===== config.mk =====
export PLATFORM = sky130hd
export DESIGN_NAME = i2c_cmd_arbiter
export DESIGN_NICKNAME = d
export VERILOG_FILES = /design/src/rtl/i2c_cmd_arbiter.sv
export SDC_FILE = /design/constraint.sdc
export NUM_CORES = 1
export LEC_CHECK = 0
export ABC_CLOCK_PERIOD_IN_PS = 1550
export CAP_MARGIN = 40
export CORE_MARGIN = 2
export CORE_UTILIZATION = 41
export DETAILED_ROUTE_END_ITERATION = 10
export PLACE_DENSITY = 0.8
export REMOVE_ABC_BUFFERS = 1
export SETUP_SLACK_MARGIN = 0.2
export SLEW_MARGIN = 20
export SYNTH_ARGS = -nofsm -noshare
export SYNTH_HDL_FRONTEND = slang
export SYNTH_SLANG_ARGS = --single-unit

===== constraint.sdc =====
create_clock -name i_clk -period 1.55 [get_ports i_clk]
set_input_delay 0.3875 -clock i_clk [delete_from_list [all_inputs] [get_ports i_clk]]
set_output_delay 0.3875 -clock i_clk [all_outputs]
set_load 0.02 [all_outputs]

===== src/rtl/i2c_cmd_arbiter.sv =====
// i2c_cmd_arbiter: round-robin sharing of one I2C sender among NUM_REQ requesters.
// Define I2C_ARB_TIMEOUT_EN to add the S_WAIT watchdog and the sticky o_timeout flag.
module i2c_cmd_arbiter #(
    parameter int NUM_REQ     = 2,
    parameter int DAT_W       = 24,
    parameter int TIMEOUT_CYC = 200000
) (
    input  logic                     i_clk,
    input  logic                     i_rst,
    input  logic [NUM_REQ-1:0]       i_req,
    input  logic [NUM_REQ*DAT_W-1:0] i_dat,
    output logic [NUM_REQ-1:0]       o_gnt,
    output logic [NUM_REQ-1:0]       o_done,
    output logic                     o_busy,
    output logic                     o_start,
    output logic [DAT_W-1:0]         o_dat,
    input  logic                     i_finished,
    output logic                     o_timeout
);
    localparam int IDX_W = $clog2(NUM_REQ);

    if (NUM_REQ < 2 || NUM_REQ > 8 || TIMEOUT_CYC < 1) begin : g_bad_param
        $error("i2c_cmd_arbiter: unsupported parameter values");
    end

    typedef enum logic [1:0] {S_IDLE, S_START, S_WAIT} state_t;

    state_t             state, state_n;
    logic [IDX_W-1:0]   ptr, ptr_n, owner, owner_n, win;
    logic [NUM_REQ-1:0] gnt_n, done_n;
    logic [DAT_W-1:0]   dat_n;
    logic               start_n, fin, expire;

    // Scan from the highest offset down so the requester closest to ptr wins.
    always_comb begin
        logic [IDX_W-1:0] idx;
        win = ptr;
        idx = ptr;
        for (int i = NUM_REQ - 1; i >= 0; i--) begin
            idx = IDX_W'((int'(ptr) + i) % NUM_REQ);
            if (i_req[idx]) win = idx;
        end
    end

    always_comb begin
        state_n = state;
        ptr_n   = ptr;
        owner_n = owner;
        dat_n   = o_dat;
        gnt_n   = '0;
        done_n  = '0;
        start_n = 1'b0;
        fin     = 1'b0;
        case (state)
            S_IDLE: begin
                if (|i_req) begin
                    state_n = S_START;
                    owner_n = win;
                    dat_n   = i_dat[win*DAT_W +: DAT_W];
                    gnt_n   = NUM_REQ'(1) << win;
                    start_n = 1'b1;
                end
            end
            S_START: state_n = S_WAIT;
            S_WAIT:  fin = i_finished | expire;
            default: state_n = S_IDLE;
        endcase
        if (fin) begin
            state_n = S_IDLE;
            done_n  = NUM_REQ'(1) << owner;
            ptr_n   = (owner == IDX_W'(NUM_REQ - 1)) ? '0 : owner + 1'b1;
        end
    end

    always_ff @(posedge i_clk) begin
        if (i_rst) begin
            state   <= S_IDLE;
            ptr     <= '0;
            owner   <= '0;
            o_dat   <= '0;
            o_gnt   <= '0;
            o_done  <= '0;
            o_start <= 1'b0;
            o_busy  <= 1'b0;
        end else begin
            state   <= state_n;
            ptr     <= ptr_n;
            owner   <= owner_n;
            o_dat   <= dat_n;
            o_gnt   <= gnt_n;
            o_done  <= done_n;
            o_start <= start_n;
            o_busy  <= state_n != S_IDLE;
        end
    end

`ifdef I2C_ARB_TIMEOUT_EN
    localparam int CNT_W = $clog2(TIMEOUT_CYC + 1);

    logic [CNT_W-1:0] cnt;

    // Fires on the last allowed S_WAIT cycle so o_done lands TIMEOUT_CYC cycles after entry.
    assign expire = state == S_WAIT && cnt == CNT_W'(TIMEOUT_CYC - 1);

    always_ff @(posedge i_clk) begin
        if (i_rst || state == S_START) cnt <= '0;
        else if (state == S_WAIT) cnt <= cnt + 1'b1;
        if (i_rst) o_timeout <= 1'b0;
        else if (expire && !i_finished) o_timeout <= 1'b1;
    end
`else
    assign expire    = 1'b0;
    assign o_timeout = 1'b0;
`endif
endmodule

==> results of run 1 <==
sequential cells by signal, indices dropped and copies added (netlist names):
register and cells:
ptr 1, o_done 2, owner 1, o_dat 24, o_busy 1, state 2, o_start 1, o_gnt 2
layout by cell type (no fill, tap or decap):
| master | synthesis | layout |
|---|---|---|
| nand2_1 | 3 | 3 |
| o211ai_1 | 1 | 1 |
| a21oi_1 | 4 | 4 |
| nor2_2 | 0 | 1 |
| o21ai_0 | 2 | 2 |
| inv_2 | 3 | 2 |
| ha_4 | 0 | 1 |
| dfxtp_1 | 34 | 32 |
| dlygate4sd2_1 | 0 | 7 |
| a2111oi_1 | 18 | 8 |
| o21a_1 | 2 | 1 |
| buf_12 | 0 | 5 |
| clkbuf_16 | 0 | 3 |
| or2_2 | 1 | 1 |
| a2111oi_2 | 5 | 25 |
| nor3_1 | 2 | 2 |
| clkdlybuf4s50_1 | 0 | 50 |
| buf_4 | 4 | 13 |
| clkbuf_2 | 1 | 15 |
| and2_1 | 3 | 3 |
| ha_1 | 3 | 2 |
| maj3_1 | 1 | 1 |
| nor4_1 | 24 | 18 |
| o21a_4 | 0 | 1 |
| inv_8 | 0 | 1 |
| conb_1 | 1 | 1 |
| clkdlybuf4s15_1 | 0 | 10 |
| nor4_2 | 0 | 6 |
| clkbuf_8 | 0 | 6 |
| inv_4 | 1 | 3 |
| buf_6 | 10 | 4 |
| a2111oi_4 | 0 | 12 |
| a2111oi_0 | 25 | 3 |
| nor3b_1 | 1 | 1 |
| nor2_1 | 25 | 24 |
| dfxtp_2 | 0 | 2 |
worst register-to-register path, cell delays in order (launching register included):
cell and delay (ns):
dfxtp_2 0.33, inv_2 0.08, ha_4 0.18, inv_4 0.07, clkbuf_16 0.17, a2111oi_1 0.44, nor4_2 0.12
power groups by stage:
stage / Sequential [mW] / Combinational (mW) / Clock, mW
2_1_floorplan: 1.65 / 0.834 / 0
3_3_place_gp: 1.33 / 2.30 / 0
3_5_place_dp: 1.33 / 2.35 / 0
4_1_cts: 1.32 / 2.35 / 0.655
5_1_grt: 1.37 / 3.56 / 0.702
6_report: 1.36 / 3.39 / 0.678
per-layer routing:
layer,global-route usage (%),share of wire [%]
met5,0,0
met4,7.91,4.2
met3,6.20,8.7
met2,36.8,49
met1,29.0,38
cell usage after synthesis (2+ instances only):
| library cell | number |
|---|---|
| nor2_1 | 25 |
| a2111oi_2 | 5 |
| nor4_1 | 24 |
| buf_2 | 6 |
| a2111oi_1 | 18 |
| ha_1 | 3 |
| o21ai_0 | 2 |
| buf_4 | 4 |
| a2111oi_0 | 25 |
| inv_1 | 2 |
| o21a_1 | 2 |
| nor3_1 | 2 |
| and2_1 | 3 |
| a21oi_1 | 4 |
| dfxtp_1 | 34 |
| nand2_1 | 3 |
| inv_2 | 3 |
| buf_6 | 10 |
| clkbuf_1 | 5 |
path summary, 6_finish.rpt:
| path | from | to | slack (ns) | cells after the start |
|---|---|---|---|---|
| setup / recovery | state[1]$_SDFF_PP0_ | o_dat[21]$_SDFFE_PP0N_ | 0.02 | 6 |
| hold / removal | owner$_SDFFE_PP0N_ | o_done[0]$_SDFF_PP0_ | 0.48 | 1 |
| setup reg to reg | state[1]$_SDFF_PP0_ | o_dat[21]$_SDFFE_PP0N_ | 0.02 | 6 |
| hold reg to reg | owner$_SDFFE_PP0N_ | o_done[0]$_SDFF_PP0_ | 0.48 | 1 |
per-stage QoR:
| step | area, um^2 | std cells |
|---|---|---|
| 2_1_floorplan | 1580 | 161 |
| 3_3_place_gp | 2640 | 310 |
| 3_5_place_dp | 2640 | 310 |
| 4_1_cts | 2780 | 316 |
| 5_1_grt | 3190 | 324 |
| 6_report | 3190 | 324 |
final cells by class:
| cell class | instances | area [um^2] | area share, % |
|---|---|---|---|
| multi-input cells | 121 | 1270 | 39.9 |
| flip-flops and latches | 34 | 683 | 21.4 |
| inverters | 6 | 37.5 | 1.18 |
| clock buffers | 6 | 82.6 | 2.59 |
| well taps | 50 | 62.6 | 1.96 |
| repair buffers | 107 | 1050 | 33.0 |
cell families (layout without fill, tap and decap cells):
group           after synthesis  count (layout)
fa+ha+maj                     4               4
other cells                   1               1
flops                        34              34
buf+inv                      32             119
compound gates               57              57
simple gates                 59              59
repair_timing:
action / 4_1_cts / 5_1_grt
endpoints found under the hold margin: 0 / 0
cloned: 0 / 5
pin swaps: 2 / 22
hold buffers: 0 / 0
buffers inserted: 0 / 3
resized for setup: 66 / 98
setup endpoints to repair: 59 / 44
==> metrics.txt, run 1 <==
compound-gate portion of the synthesized area=29.6%; Die Wd=69.9 um; Port Buffers=82; Die Ht=approximately 70 um; fin crit share=between 90% and 100%; max-slew violations=0; first-pass GRT wire length=9.00 mm; drt wl/cell=22.6 um; critical path, cell by cell=inv_2, ha_4, inv_4, clkbuf_16, a2111oi_1, nor4_2; crit-path leading delay family=compound AO/OA/AOI/OAI gates; mux cell area share after synthesis=0%; yosys warns=0; clock skew=0.00701 ns; post-synthesis simple-gate area fraction=roughly 17%; # setup viols final=0; final hold vios=0; Post-Synth Adder-Cell Area=2.67%; Worst-path clk slew=0.07 ns; largest fanout on the critical path=8; crit path buf inv count=3; slowest CP cell=a2111oi_1; Synth top area share=38.3%; Syn Area/Cell=9.51 um^2; CTS tree=yes; largest area contributor in the netlist=dfxtp_1; total gr overflow=0; total power=5.42 mW; max-cap check violation count=0; largest cells by area after synthesis=dfxtp_1 38%, a2111oi_0 12%, a2111oi_1 10%; Max Clk Rate=655 MHz; DRT Pass-1 Iters=4; setup TNS=0 ns; critical path type=reg -> reg; Peak VDD IR=906 uV; Fillers=272; largest family of logic cells by synthesized area=compound AO/OA/AOI/OAI gates; Net Sw Frac=44.2%; Synth cell types=26; Pwr Density=1700 nW/um^2; drt initial violations=176; Final HPWL DP=3.64 mm; DP Worst Slack=-0.381 ns; mapped cell area=1780 um^2; Worst EP required=1.71 ns; Final Wtd Congestion=a little under 0.8; Worst Hold Class=reg -> reg; Psw=2.40 mW; CTS H-tree depth=2; number of synthesized flops with an enable pin=0; Mapped Cells=187; I/O pins=84; Vias=roughly 2.2k; Top FF cell, synth=dfxtp_1; register bit total from synthesis=34; worst stage delay on the critical path=0.44 ns; Startpoint Class=flop; Area Growth Syn to Fin=79.7%; Final #Nets=331; CTS sink cnt=34; clock latency on the worst-skew pair=0.30 ns; largest net degree at the start of global routing=31; via-per-instance ratio=6.64; ANT cells=0; total track usage=22.7%; Final Util=78.2%; register area share after synthesis=38.3%; clock power share=12.5%; Starting Density=43.5%; Comb power frac=62.5%; post-route ant nets=0; type of destination of the critical path=flop; share of layout cells above drive strength 1=36.9%; initial antenna violation count=0; Pleak=around 1.1 nW; Longest Clk Path Bufs=2; Final WS setup=roughly 0.023 ns; CTS Root Cell=clkbuf_8; # DRC=0; Internal=3.02 mW; Slew @ Worst Pin=0.538 ns; minimum clock period=about 1.5 ns; status=finished, final reports clean; die area=roughly 5000 um^2; row cnt=23; post-synthesis xor/xnor area fraction=0%; vias in the first global route=approximately 1.9k; WHS=around 0.48 ns; Slew HR=64.0%; unrepaired setup endpoints after global routing=yes; Arrival @ worst endpoint=1.69 ns; CORE AREA=4090 um^2; Flop pwr share=about a quarter; WL final=7.31 mm; cts bufs inserted=5; Async SR Flop Fraction=0%
Power figures use the tool's default switching activity.
==> run 2: changes to the inputs <==
--- a/config.mk
+++ b/config.mk
@@ -7,7 +7,7 @@
 export LEC_CHECK = 0
 export ABC_CLOCK_PERIOD_IN_PS = 1550
 export CAP_MARGIN = 40
-export CORE_MARGIN = 2
+export CORE_MARGIN = 4
 export CORE_UTILIZATION = 41
 export DETAILED_ROUTE_END_ITERATION = 10
 export PLACE_DENSITY = 0.8
==> metrics.txt, run 2 (synthesized netlist as in run 1, its figures left out) <==
status=finished, final reports clean (unchanged); CTS Root Cell=clkbuf_8 (unchanged); Flop pwr share=25.9% (was 25.0%); final hold vios=0 (unchanged); worst stage delay on the critical path=0.43 ns (was 0.44 ns); Worst-path clk slew=0.07 ns (about the same); max-cap check violation count=0 (unchanged); unrepaired setup endpoints after global routing=yes (unchanged); cts bufs inserted=5 (unchanged); post-route ant nets=0 (unchanged); Area Growth Syn to Fin=72.1% (was 79.7%); crit-path leading delay family=compound AO/OA/AOI/OAI gates (unchanged); die area=5450 um^2 (was 4880 um^2); CTS sink cnt=34 (unchanged); Arrival @ worst endpoint=1.66 ns (was 1.69 ns); Final #Nets=330 (was 331); critical path type=reg -> reg (unchanged); total track usage=22.1% (was 22.7%); via-per-instance ratio=6.40 (was 6.64); Net Sw Frac=42.0% (was 44.2%); clock skew=0.00331 ns (was 0.00701 ns); # DRC=0 (unchanged); Startpoint Class=flop (unchanged); # setup viols final=0 (unchanged); clock latency on the worst-skew pair=0.28 ns (was 0.30 ns); largest fanout on the critical path=12 (was 8); Internal=2.97 mW (was 3.02 mW); critical path, cell by cell=inv_2, ha_4, inv_4, clkbuf_16, a2111oi_2, nor4_1 (was inv_2, ha_4, inv_4, clkbuf_16, a2111oi_1, nor4_2); Slew HR=66.9% (was 64.0%); Final Wtd Congestion=0.784 (was 0.783); WL final=6.84 mm (was 7.31 mm); Peak VDD IR=936 uV (was 906 uV); setup TNS=0 ns (unchanged); Port Buffers=82 (unchanged); Comb power frac=58.4% (was 62.5%); max reg flops=24 (unchanged); Pleak=1.06 nW (was 1.08 nW); Longest Clk Path Bufs=2 (unchanged); Starting Density=43.5% (unchanged); drt wl/cell=21.1 um (was 22.6 um); clock power share=15.7% (was 12.5%); Psw=2.15 mW (was 2.40 mW); DRT Pass-1 Iters=5 (was 4); total gr overflow=0 (unchanged); Worst EP required=1.70 ns (was 1.71 ns); ANT cells=0 (unchanged); Vias=2,079 (was 2,151); row cnt=23 (unchanged); Pwr Density=1680 nW/um^2 (was 1700 nW/um^2); max-slew violations=0 (unchanged); Worst Hold Class=reg -> reg (unchanged); vias in the first global route=1,908 (was 1,856); CTS tree=yes (unchanged); CTS H-tree depth=2 (unchanged); Max Clk Rate=664 MHz (was 655 MHz); Slew @ Worst Pin=0.483 ns (was 0.538 ns); crit path buf inv count=3 (unchanged); Final HPWL DP=3.84 mm (was 3.64 mm); commonest cells after routing, fill and taps aside=50 x clkdlybuf4s50_1, 32 x dfxtp_1, 23 x nor2_1, 20 x a2111oi_1, 19 x nor4_1 (was 50 x clkdlybuf4s50_1, 32 x dfxtp_1, 25 x a2111oi_2, 24 x nor2_1, 18 x nor4_1); Largest Register=o_dat (unchanged); largest net degree at the start of global routing=32 (was 31); drt initial violations=201 (was 176); first-pass GRT wire length=9.33 mm (was 9.00 mm); minimum clock period=1.51 ns (was 1.53 ns); I/O pins=84 (unchanged); Die Wd=73.9 um (was 69.9 um); Die Ht=73.9 um (was 69.9 um); most common cell after layout, fill and taps aside=clkdlybuf4s50_1 (unchanged); Final Util=74.9% (was 78.2%); fin crit share=97.1% (was 98.5%); type of destination of the critical path=flop (unchanged); CORE AREA=4090 um^2 (unchanged); share of layout cells above drive strength 1=31.6% (was 36.9%); slowest CP cell=a2111oi_2 (was a2111oi_1); initial antenna violation count=0 (unchanged)
==> run 2: cell count changes in the layout (fill, tap and decap cells not counted), sizes merged <==
cell	before	now
clkdlybuf4s15	10	15
clkbuf	24	21
bufbuf	0	1
bufinv	0	1
dlygate4sd2	7	4
==> run 2: final timing paths <==
kind,from,endpoint,slack [ns],depth (start not counted)
setup reg to reg,state[0]$_SDFF_PP0_,o_dat[8]$_SDFFE_PP0N_,0.04,6
hold / removal,owner$_SDFFE_PP0N_,o_done[0]$_SDFF_PP0_,0.47,1
hold reg to reg,owner$_SDFFE_PP0N_,o_done[0]$_SDFF_PP0_,0.47,1
setup / recovery,state[0]$_SDFF_PP0_,o_dat[8]$_SDFFE_PP0N_,0.04,6
==> run 2: routing by layer <==
metal	part of all wire (%)	global-route usage, %
met5	0	0
met2	51	34.7
met1	38	28.2
met3	7.6	5.88
met4	2.8	9.66
==> run 2: through the flow <==
stage	worst slack [ns]	hold slack, ns	total power, mW	instance area [um^2]	instances
after floorplan	-0.153	0.426	2.48	1580	161
after global placement	-0.224	0.451	3.66	2620	307
after detailed placement	-0.342	0.453	3.69	2620	307
after CTS	0.149	0.463	4.59	2850	324
after global routing	-0.0535	0.500	5.39	3060	325
final	0.0444	0.469	5.13	3060	325
==> run 2: layout make-up <==
class	count	area, um^2
multi-input combinational	121	1130
timing repair buffer	106	1040
fill	279	1030
sequential	34	683
clock buffer	7	76.3
tap	50	62.6
inverter	6	35.0
clock inverter	1	30.0
==> run 2: repair_timing <==
item,in CTS,in global routing
buffers inserted,8,0
setup endpoints to repair,59,53
cloned,1,1
pin swaps,2,7
gates resized for setup,60,85
hold buffers,0,0
==> run 2: worst reg2reg max path: stages (launching register included) <==
cell and delay (ns):
dfxtp_2 0.33, inv_2 0.07, ha_4 0.15, inv_4 0.08, clkbuf_16 0.20, a2111oi_2 0.43
nor4_1 0.11
==> run 2: power by group through the flow <==
| stage | sequential, mW | clock, mW | combinational (mW) |
|---|---|---|---|
| detailed placement | 1.33 | 0 | 2.37 |
| floorplan | 1.65 | 0 | 0.834 |
| finish | 1.33 | 0.802 | 2.99 |
| CTS | 1.31 | 0.811 | 2.46 |
| global route | 1.36 | 0.850 | 3.18 |
| global placement | 1.33 | 0 | 2.33 |
==> run 3: changes to the inputs <==
--- a/config.mk
+++ b/config.mk
@@ -11,7 +11,6 @@
 export CORE_UTILIZATION = 41
 export DETAILED_ROUTE_END_ITERATION = 10
 export PLACE_DENSITY = 0.8
-export REMOVE_ABC_BUFFERS = 1
 export SETUP_SLACK_MARGIN = 0.2
 export SLEW_MARGIN = 20
 export SYNTH_ARGS = -nofsm -noshare
==> metrics.txt, run 3 (synthesized netlist as in run 1, its figures left out) <==
status=finished, final reports clean (unchanged); Net Sw Frac=42.6% (was 42.0%); post-route ant nets=0 (unchanged); Startpoint Class=input port (was flop); final hold vios=0 (unchanged); total power=4.90 mW (was 5.13 mW); Slew @ Worst Pin=0.628 ns (was 0.483 ns); row cnt=23 (unchanged); Syn Nets=243; Psw=2.09 mW (was 2.15 mW); ANT cells=0 (unchanged); commonest cells after routing, fill and taps aside=50 x clkdlybuf4s50_1, 32 x dfxtp_1, 23 x a2111oi_2, 22 x nor2_1, 20 x a2111oi_1 (was 50 x clkdlybuf4s50_1, 32 x dfxtp_1, 23 x nor2_1, 20 x a2111oi_1, 19 x nor4_1); max-cap check violation count=0 (unchanged); Peak VDD IR=874 uV (was 936 uV); CTS Root Cell=clkbuf_8 (unchanged); Vias=1,978 (was 2,079); max-slew violations=0 (unchanged); Arrival @ worst endpoint=1.69 ns (was 1.66 ns); share of layout cells above drive strength 1=34.9% (was 31.6%); Final HPWL DP=3.78 mm (was 3.84 mm); Port Buffers=82 (unchanged); clock skew=0.00452 ns (was 0.00331 ns); vias in the first global route=1,969 (was 1,908); drt wl/cell=18.7 um (was 21.1 um); fin crit share=99.1% (was 97.1%); Die Ht=73.9 um (unchanged); type of destination of the critical path=flop (unchanged); critical path type=in -> reg (was reg -> reg); I/O pins=84 (unchanged); Die Wd=73.9 um (unchanged); die area=5450 um^2 (unchanged); Max Clk Rate=651 MHz (was 664 MHz); Largest Register=o_dat (unchanged); cts-stage hold buffer count=0 (unchanged); Layout Cells excl Fill=328 (was 325); via-per-instance ratio=6.03 (was 6.40); CTS H-tree depth=2 (unchanged); placed cells=310 (was 307); unrepaired setup endpoints after global routing=yes (unchanged); Internal=2.81 mW (was 2.97 mW); # setup viols final=0 (unchanged); CORE AREA=4090 um^2 (unchanged); Longest Clk Path Bufs=2 (unchanged); total track usage=22.1% (about the same); Slew HR=58.0% (was 66.9%); largest fanout on the critical path=25 (was 12); Pleak=1.07 nW (was 1.06 nW); minimum clock period=1.54 ns (was 1.51 ns); drt initial violations=160 (was 201); Worst Hold Class=reg -> reg (unchanged); largest net degree at the start of global routing=32 (unchanged); Area Growth Syn to Fin=67.3% (was 72.1%); clock power share=14.1% (was 15.7%); Final Wtd Congestion=0.740 (was 0.784); initial antenna violation count=0 (unchanged); cts bufs inserted=5 (unchanged); Starting Density=43.5% (unchanged); WL final=6.13 mm (was 6.84 mm); clock latency on the worst-skew pair=0.29 ns (was 0.28 ns); Worst EP required=1.70 ns (about the same); Worst-path clk slew=0.07 ns (about the same); Flop pwr share=27.2% (was 25.9%); max reg flops=24 (unchanged); DRT Pass-1 Iters=4 (was 5); Final #Nets=333 (was 330); CTS tree=yes (unchanged); first-pass GRT wire length=9.33 mm (unchanged); CTS sink cnt=34 (unchanged); Comb power frac=58.7% (was 58.4%); # DRC=0 (unchanged); Pwr Density=1650 nW/um^2 (was 1680 nW/um^2); total gr overflow=0 (unchanged); most common cell after layout, fill and taps aside=clkdlybuf4s50_1 (unchanged)
-- run 3: final timing paths --
kind                            from                     end  slack (ns)  depth (start not counted)
setup / recovery            i_req[1]  o_dat[22]$_SDFFE_PP0N_        0.01                          4
hold / removal    owner$_SDFFE_PP0N_      owner$_SDFFE_PP0N_        0.49                          2
setup reg to reg    ptr$_SDFFE_PP0N_  o_dat[22]$_SDFFE_PP0N_        0.08                          3
hold reg to reg   owner$_SDFFE_PP0N_      owner$_SDFFE_PP0N_        0.49                          2
-- run 3: layout make-up --
| type | instances | area (um^2) |
|---|---|---|
| clock buffers | 7 | 86.3 |
| inverters | 6 | 32.5 |
| repair buffers | 109 | 1020 |
| clock inverters | 1 | 5.00 |
| well taps | 50 | 62.6 |
| flip-flops and latches | 34 | 683 |
| multi-input cells | 121 | 1080 |
| fillers | 299 | 1110 |
-- run 3: worst max-delay path: stages --
cell           delay (ns)
dlygate4sd2_1        0.28
inv_2                0.23
a2111oi_1            0.67
nor4_2               0.11
-- run 3: power groups by stage --
stage / Clock, mW / Combinational (mW) / Sequential [mW]
final: 0.692 / 2.87 / 1.33
after global routing: 0.737 / 3.08 / 1.37
after CTS: 0.697 / 2.68 / 1.31
after detailed placement: 0 / 2.41 / 1.33
after global placement: 0 / 2.36 / 1.33
after floorplan: 0 / 1.16 / 1.62
-- run 3: what timing repair did --
action	4_1_cts	5_1_grt
buffers inserted	8	1
resized for setup	76	65
cloned	1	0
setup endpoints to repair	59	54
pin swaps	2	12
-- run 3: routing by layer --
layer | wire, um | vias up | GRT usage [%]
met4 | 95 | 0 | 7.04
met1 | 2460 | 939 | 27.4
met3 | 565 | 10 | 8.07
met5 | 0 | - | 0
li1 | - | 931 | -
met2 | 3020 | 98 | 35.3
-- run 3: metrics by stage --
stage | hold WS (ns) | utilization (%) | instance area [um^2] | setup TNS, ns | setup WS (ns)
final | 0.490 | 72.8 | 2970 | 0 | 0.0137
after global routing | 0.524 | 72.8 | 2970 | -0.0173 | -0.0173
after CTS | 0.488 | 71.8 | 2930 | 0 | 0.141
after detailed placement | 0.468 | 65.0 | 2660 | -7.33 | -0.306
after global placement | 0.446 | 65.0 | 2660 | -5.65 | -0.234
after floorplan | 0.430 | - | 1810 | 0 | 0.161
